<file path="src/rtl/jogo_pkg.sv">
// State encoding for the memory-game control FSM; shared with the top-level
// 7-segment debug decoder so db_estado codes stay in one place.
package jogo_pkg;

    localparam logic [3:0] ST_INICIAL           = 4'h0;
    localparam logic [3:0] ST_PREPARACAO        = 4'h1;
    localparam logic [3:0] ST_INICIO_EXIBICAO   = 4'h2;
    localparam logic [3:0] ST_LEDS_ON           = 4'h3;
    localparam logic [3:0] ST_LEDS_OFF          = 4'h4;
    localparam logic [3:0] ST_PROXIMO_LED       = 4'h5;
    localparam logic [3:0] ST_INICIO_JOGADAS    = 4'h6;
    localparam logic [3:0] ST_ESPERA            = 4'h7;
    localparam logic [3:0] ST_REGISTRA          = 4'h8;
    localparam logic [3:0] ST_COMPARACAO        = 4'h9;
    localparam logic [3:0] ST_PROXIMA_JOGADA    = 4'hA;
    localparam logic [3:0] ST_PROXIMA_SEQUENCIA = 4'hB;
    localparam logic [3:0] ST_FIM_ACERTOU       = 4'hC;
    localparam logic [3:0] ST_FIM_ERROU         = 4'hD;
    localparam logic [3:0] ST_FIM_TIMEOUT       = 4'hE;

    // True for the terminal states where iniciar is honoured again.
    function automatic logic is_fim(input logic [3:0] st);
        return (st == ST_FIM_ACERTOU) || (st == ST_FIM_ERROU) || (st == ST_FIM_TIMEOUT);
    endfunction

endpackage

</file>
<file path="src/rtl/unidade_controle_jogo.sv">
// Moore control FSM for the memory game, driving fluxo_dados.
// Optional JOGO_TIMEOUT_EN: a timeout while waiting for a play ends the game.
module unidade_controle_jogo
    import jogo_pkg::*;
(
    input  logic       clock,
    input  logic       reset,
    input  logic       iniciar,
    input  logic       nivel,
    input  logic       jogadaIgualMemoria,
    input  logic       enderecoIgualSequencia,
    input  logic       tem_jogada,
    input  logic       fimS,
    input  logic       meioE,
    input  logic       fimLedsOn,
    input  logic       fimLedsOff,
    input  logic       timeout,
    output logic       zeraE,
    output logic       contaE,
    output logic       zeraS,
    output logic       contaS,
    output logic       zeraR,
    output logic       registraR,
    output logic       estado_espera,
    output logic       estado_ledsOn,
    output logic       estado_ledsOff,
    output logic       macro_exibicao,
    output logic       macro_jogadas,
    output logic       pronto,
    output logic       acertou,
    output logic       errou,
    output logic       timeout_fim,
    output logic [3:0] db_estado
);

    logic [3:0] estado_q, estado_d;
    logic       nivel_q,  nivel_d;
    logic       ultima_rodada;
    logic       fim_valido;

    // Long game ends when the sequence counter hits 15, short game at address 7.
    assign ultima_rodada = nivel_q ? fimS : meioE;

`ifdef JOGO_TIMEOUT_EN
    assign fim_valido = is_fim(estado_q);
`else
    wire unused_timeout = timeout;
    assign fim_valido = (estado_q == ST_FIM_ACERTOU) || (estado_q == ST_FIM_ERROU);
`endif

    always_ff @(posedge clock) begin
        if (reset) begin
            estado_q <= ST_INICIAL;
            nivel_q  <= 1'b0;
        end else begin
            estado_q <= estado_d;
            nivel_q  <= nivel_d;
        end
    end

    always_comb begin
        estado_d = ST_INICIAL;
        nivel_d  = nivel_q;
        if (fim_valido) begin
            estado_d = iniciar ? ST_PREPARACAO : estado_q;
        end else begin
            case (estado_q)
                ST_INICIAL:           estado_d = iniciar ? ST_PREPARACAO : ST_INICIAL;
                ST_PREPARACAO: begin
                    estado_d = ST_INICIO_EXIBICAO;
                    nivel_d  = nivel;
                end
                ST_INICIO_EXIBICAO:   estado_d = ST_LEDS_ON;
                ST_LEDS_ON:           estado_d = fimLedsOn ? ST_LEDS_OFF : ST_LEDS_ON;
                ST_LEDS_OFF: begin
                    if (!fimLedsOff)
                        estado_d = ST_LEDS_OFF;
                    else if (enderecoIgualSequencia)
                        estado_d = ST_INICIO_JOGADAS;
                    else
                        estado_d = ST_PROXIMO_LED;
                end
                ST_PROXIMO_LED:       estado_d = ST_LEDS_ON;
                ST_INICIO_JOGADAS:    estado_d = ST_ESPERA;
                ST_ESPERA: begin
                    // A play arriving together with the timeout still counts.
                    if (tem_jogada)
                        estado_d = ST_REGISTRA;
`ifdef JOGO_TIMEOUT_EN
                    else if (timeout)
                        estado_d = ST_FIM_TIMEOUT;
`endif
                    else
                        estado_d = ST_ESPERA;
                end
                ST_REGISTRA:          estado_d = ST_COMPARACAO;
                ST_COMPARACAO: begin
                    if (!jogadaIgualMemoria)
                        estado_d = ST_FIM_ERROU;
                    else if (!enderecoIgualSequencia)
                        estado_d = ST_PROXIMA_JOGADA;
                    else if (ultima_rodada)
                        estado_d = ST_FIM_ACERTOU;
                    else
                        estado_d = ST_PROXIMA_SEQUENCIA;
                end
                ST_PROXIMA_JOGADA:    estado_d = ST_ESPERA;
                ST_PROXIMA_SEQUENCIA: estado_d = ST_INICIO_EXIBICAO;
                default:              estado_d = ST_INICIAL;
            endcase
        end
    end

    always_comb begin
        zeraE          = 1'b0;
        contaE         = 1'b0;
        zeraS          = 1'b0;
        contaS         = 1'b0;
        zeraR          = 1'b0;
        registraR      = 1'b0;
        estado_espera  = 1'b0;
        estado_ledsOn  = 1'b0;
        estado_ledsOff = 1'b0;
        macro_exibicao = 1'b0;
        macro_jogadas  = 1'b0;
        pronto         = 1'b0;
        acertou        = 1'b0;
        errou          = 1'b0;
        timeout_fim    = 1'b0;
        case (estado_q)
            ST_PREPARACAO: begin
                zeraE = 1'b1;
                zeraS = 1'b1;
                zeraR = 1'b1;
            end
            ST_INICIO_EXIBICAO: begin
                zeraE          = 1'b1;
                zeraR          = 1'b1;
                macro_exibicao = 1'b1;
            end
            ST_LEDS_ON: begin
                estado_ledsOn  = 1'b1;
                macro_exibicao = 1'b1;
            end
            ST_LEDS_OFF: begin
                estado_ledsOff = 1'b1;
                macro_exibicao = 1'b1;
            end
            ST_PROXIMO_LED: begin
                contaE         = 1'b1;
                macro_exibicao = 1'b1;
            end
            ST_INICIO_JOGADAS: begin
                zeraE         = 1'b1;
                zeraR         = 1'b1;
                macro_jogadas = 1'b1;
            end
            ST_ESPERA: begin
                estado_espera = 1'b1;
                macro_jogadas = 1'b1;
            end
            ST_REGISTRA: begin
                registraR     = 1'b1;
                macro_jogadas = 1'b1;
            end
            ST_COMPARACAO:     macro_jogadas = 1'b1;
            ST_PROXIMA_JOGADA: begin
                contaE        = 1'b1;
                macro_jogadas = 1'b1;
            end
            ST_PROXIMA_SEQUENCIA: contaS = 1'b1;
            ST_FIM_ACERTOU: begin
                pronto  = 1'b1;
                acertou = 1'b1;
            end
            ST_FIM_ERROU: begin
                pronto = 1'b1;
                errou  = 1'b1;
            end
`ifdef JOGO_TIMEOUT_EN
            ST_FIM_TIMEOUT: begin
                pronto      = 1'b1;
                timeout_fim = 1'b1;
            end
`endif
            default: ;
        endcase
    end

    assign db_estado = estado_q;

endmodule

</file>
<file path="config.mk">
export PLATFORM = sky130hd
export DESIGN_NAME = unidade_controle_jogo
export DESIGN_NICKNAME = d
export VERILOG_FILES = /design/src/rtl/jogo_pkg.sv /design/src/rtl/unidade_controle_jogo.sv
export SDC_FILE = /design/constraint.sdc
export NUM_CORES = 1
export LEC_CHECK = 0
export CAP_MARGIN = 20
export CELL_PAD_IN_SITES_DETAIL_PLACEMENT = 0
export CELL_PAD_IN_SITES_GLOBAL_PLACEMENT = 2
export CORE_ASPECT_RATIO = 0.5
export CORE_MARGIN = 1
export CORE_UTILIZATION = 18
export DETAILED_ROUTE_END_ITERATION = 12
export PLACE_DENSITY = 0.71
export RECOVER_POWER = 100
export SYNTH_ARGS = -nofsm -noshare
export SYNTH_HDL_FRONTEND = slang
export SYNTH_SLANG_ARGS = --single-unit
</file>
<file path="constraint.sdc">
create_clock -name clock -period 1.4 [get_ports clock]
set_clock_uncertainty 0.1 [all_clocks]
set_input_delay 0.35 -clock clock [delete_from_list [all_inputs] [get_ports clock]]
set_output_delay 0.35 -clock clock [all_outputs]
set_load 0.05 [all_outputs]
</file>
==> flow_summary.ini <==
[run_status]
status = complete, but fails checks
violations = setup timing

[synth]
ys_types = 35
ys_async_sr_fraction = 0
synth-compound-area-share = 0.270
synthSimpleGateAreaFrac = 0.333
synth_top_area_cell = dfxtp_1
synth_cells = 74
avgSynthCellArea_um2 = 7.96
synthMuxAreaShare = 0.0870
ys_top_cells_by_area = dfxtp_1 (17%), buf_4 (6.4%), nor2_1 (5.7%)
synth-edff-count = 0
synth_warnings = 0
synth_fa_ha_area_frac = 0
ys_seq_area_frac = 0.170
synth-xor-area-share = 0
yosys.area.top_type_share = 0.170
synth_nets = 86
synth_top_family_by_area = simple AND/OR/NAND/NOR gates
netlist_area_um2 = 589
synth_flop_cell = dfxtp_1
synth_seq_cells = 5

[route]
vias = 775
wirelength_um = 2060
first_pass_iters = 4
drcViolationCount = 0
ant_nets = 0
first_iter_violations = 38
avgRoutedWirePerCell_um = 11.4
vias_per_cell = 4.28

[setup_path]
r2r_setup_slack_ns = -0.22
critPathLaunch = db_estado[1]
cp-start-kind = flip-flop
crit_type = flip-flop to primary output
path_max_fanout = 7
rr_endpoint = db_estado[1]
crit_required_ns = 0.95
endpoint_kind = primary output
crit_end = macro_jogadas
arrival_ns = 1.32
r2r-start = db_estado[1]
r2r_cells = 7

[clock_network]
h-tree-depth = 1
insertion_delay_ns = 0.22
cts_buffers = 3
cts_root_buffer = clkbuf_8
clk_pin_slew_worst_paths_ns = 0.04
ctsHoldBuffers = 0
cts_tree = built
clock_path_buffers = 2
clock_sink_count = 5

[sta]
hold_slack_ns = 0.450
rsz0062_at_grt = true
fin_crit_ns = 1.77
hold_violations = 0
slew_viol_final = 0
fmax_ghz = 0.566
period_share = 1.26
setup_viol = 20
setup_slack_ns = -0.368

[power]
p_clk_frac = 0.096
p_sw_frac = 0.435
power_frac_seq = 0.097
power.internal_w = 0.00158
ir_drop_v = 0.00200
p_comb_frac = 0.807
leakagePower_nw = 0.726
p_per_area_nw_per_um2 = 1680
switchingPower_w = 0.00122

[cells_and_area]
diodes = 0
drive_above_1_share = 0.702
fillers = 279
nets = 154
final_util = 0.543
area_growth_syn_to_layout_pct = 183
register_area_um2 = 115
finalInstanceArea_um2 = 1670
multi_input_area_um2 = 578

[global_routing]
grt_pass1_vias = 766
grt_first_pass_wirelength_um = 3520
grt-ovfl-total = 0
antenna_found_initial = 0
grt_max_degree = 8
globalRouteTotalUtil = 0.129

[die]
core_um2 = 3070
die_height_um = 42.5
die_x_um = 82.9
rows = 14
io_pins = 31
dieArea_um2 = 3520
initial_core_util = 0.192

[placed_design]
postPlaceCellArea_um2 = 1400
finalWeightedCongestion = 0.751
hpwlAfterDp_um = 1610
port_buffers = 28
place_ws_ns = -0.382

[min_path]
hp-class = flip-flop to flip-flop

[job]
cap_violations = 0
## state kept, by name, summed over array words and instances (netlist names)
register,cells
db_estado,4
nivel_q,1
## Yosys cell counts, drive strengths merged (2+ instances only)
master	count
buf	7
inv	5
nand2b	3
nand2	7
a21oi	5
mux2	3
a31oi	3
a21o	2
dfxtp	5
o21ai	3
nor2	9
nor3	5
## layout by cell type (no fill, tap or decap), types with 2 or more instances in the layout
cell type,Yosys,routed
buf_4,5,26
buf_12,0,20
buf_6,2,13
clkdlybuf4s50_1,0,8
nor2_4,0,5
nor3_4,1,4
inv_1,5,4
nand2_1,6,4
a21oi_1,5,4
nor2_1,9,4
dfxtp_4,0,4
nand2b_4,1,3
mux2_4,2,3
a31oi_1,3,3
clkbuf_8,0,3
nand2_4,0,2
o21ai_0,2,2
dlygate4sd2_1,0,2
## worst min path at each step
stage             from            to  slack (ns)  cells after the start
2_1_floorplan    reset  db_estado[1]        0.31                      1
3_3_place_gp   nivel_q       nivel_q        0.42                      2
3_5_place_dp   nivel_q       nivel_q        0.43                      2
4_1_cts        nivel_q       nivel_q        0.43                      2
5_1_grt        nivel_q       nivel_q        0.51                      2
6_report       nivel_q       nivel_q        0.45                      2
## critical path: stages (launching register included)
cell	delay (ns)
dfxtp_4	0.35
buf_4	0.18
and2b_2	0.22
a21o_4	0.21
buf_12	0.14
## layer usage
layer	vias to the layer above	GRT usage	share of wire
met3	0	0.0413	0.035
met2	15	0.211	0.49
met4	0	0.0207	0
li1	394	-	-
met1	366	0.170	0.48
met5	-	0	0
## power by group through the flow
stage	Clock, W	Sequential [W]	Combinational (W)
finish	0.000268	0.000270	0.00226
global route	0.000290	0.000284	0.00235
CTS	0.000272	0.000270	0.00224
detailed placement	0	0.000285	0.00192
global placement	0	0.000282	0.00191
floorplan	0	0.000359	0.00104
## repair_timing
action	in CTS	in global routing
pin swaps	11	3
setup endpoints to repair	20	21
setup buffers	12	1
gates resized for setup	29	4
## area by class of cell
class | count | area share
flip-flops and latches | 5 | 0.0691
clock buffers | 4 | 0.0270
well taps | 40 | 0.0301
multi-input cells | 57 | 0.347
repair buffers | 70 | 0.513
inverters | 5 | 0.0135
## cell families after synthesis
group                  count (synthesis)
other                                  1
DFF                                    5
buffers and inverters                 12
AOI/OAI and AO/OA                     21
and+or+nand+nor                       31
muxes                                  4
## stage by stage
step / TNS [ns] / instances / total power, W
2_1_floorplan: -4.88 / 74 / 0.00140
3_3_place_gp: -2.13 / 166 / 0.00219
3_5_place_dp: -2.18 / 166 / 0.00220
4_1_cts: -4.81 / 181 / 0.00279
5_1_grt: -5.66 / 181 / 0.00292
6_report: -4.66 / 181 / 0.00279
Power figures use the tool's default switching activity.
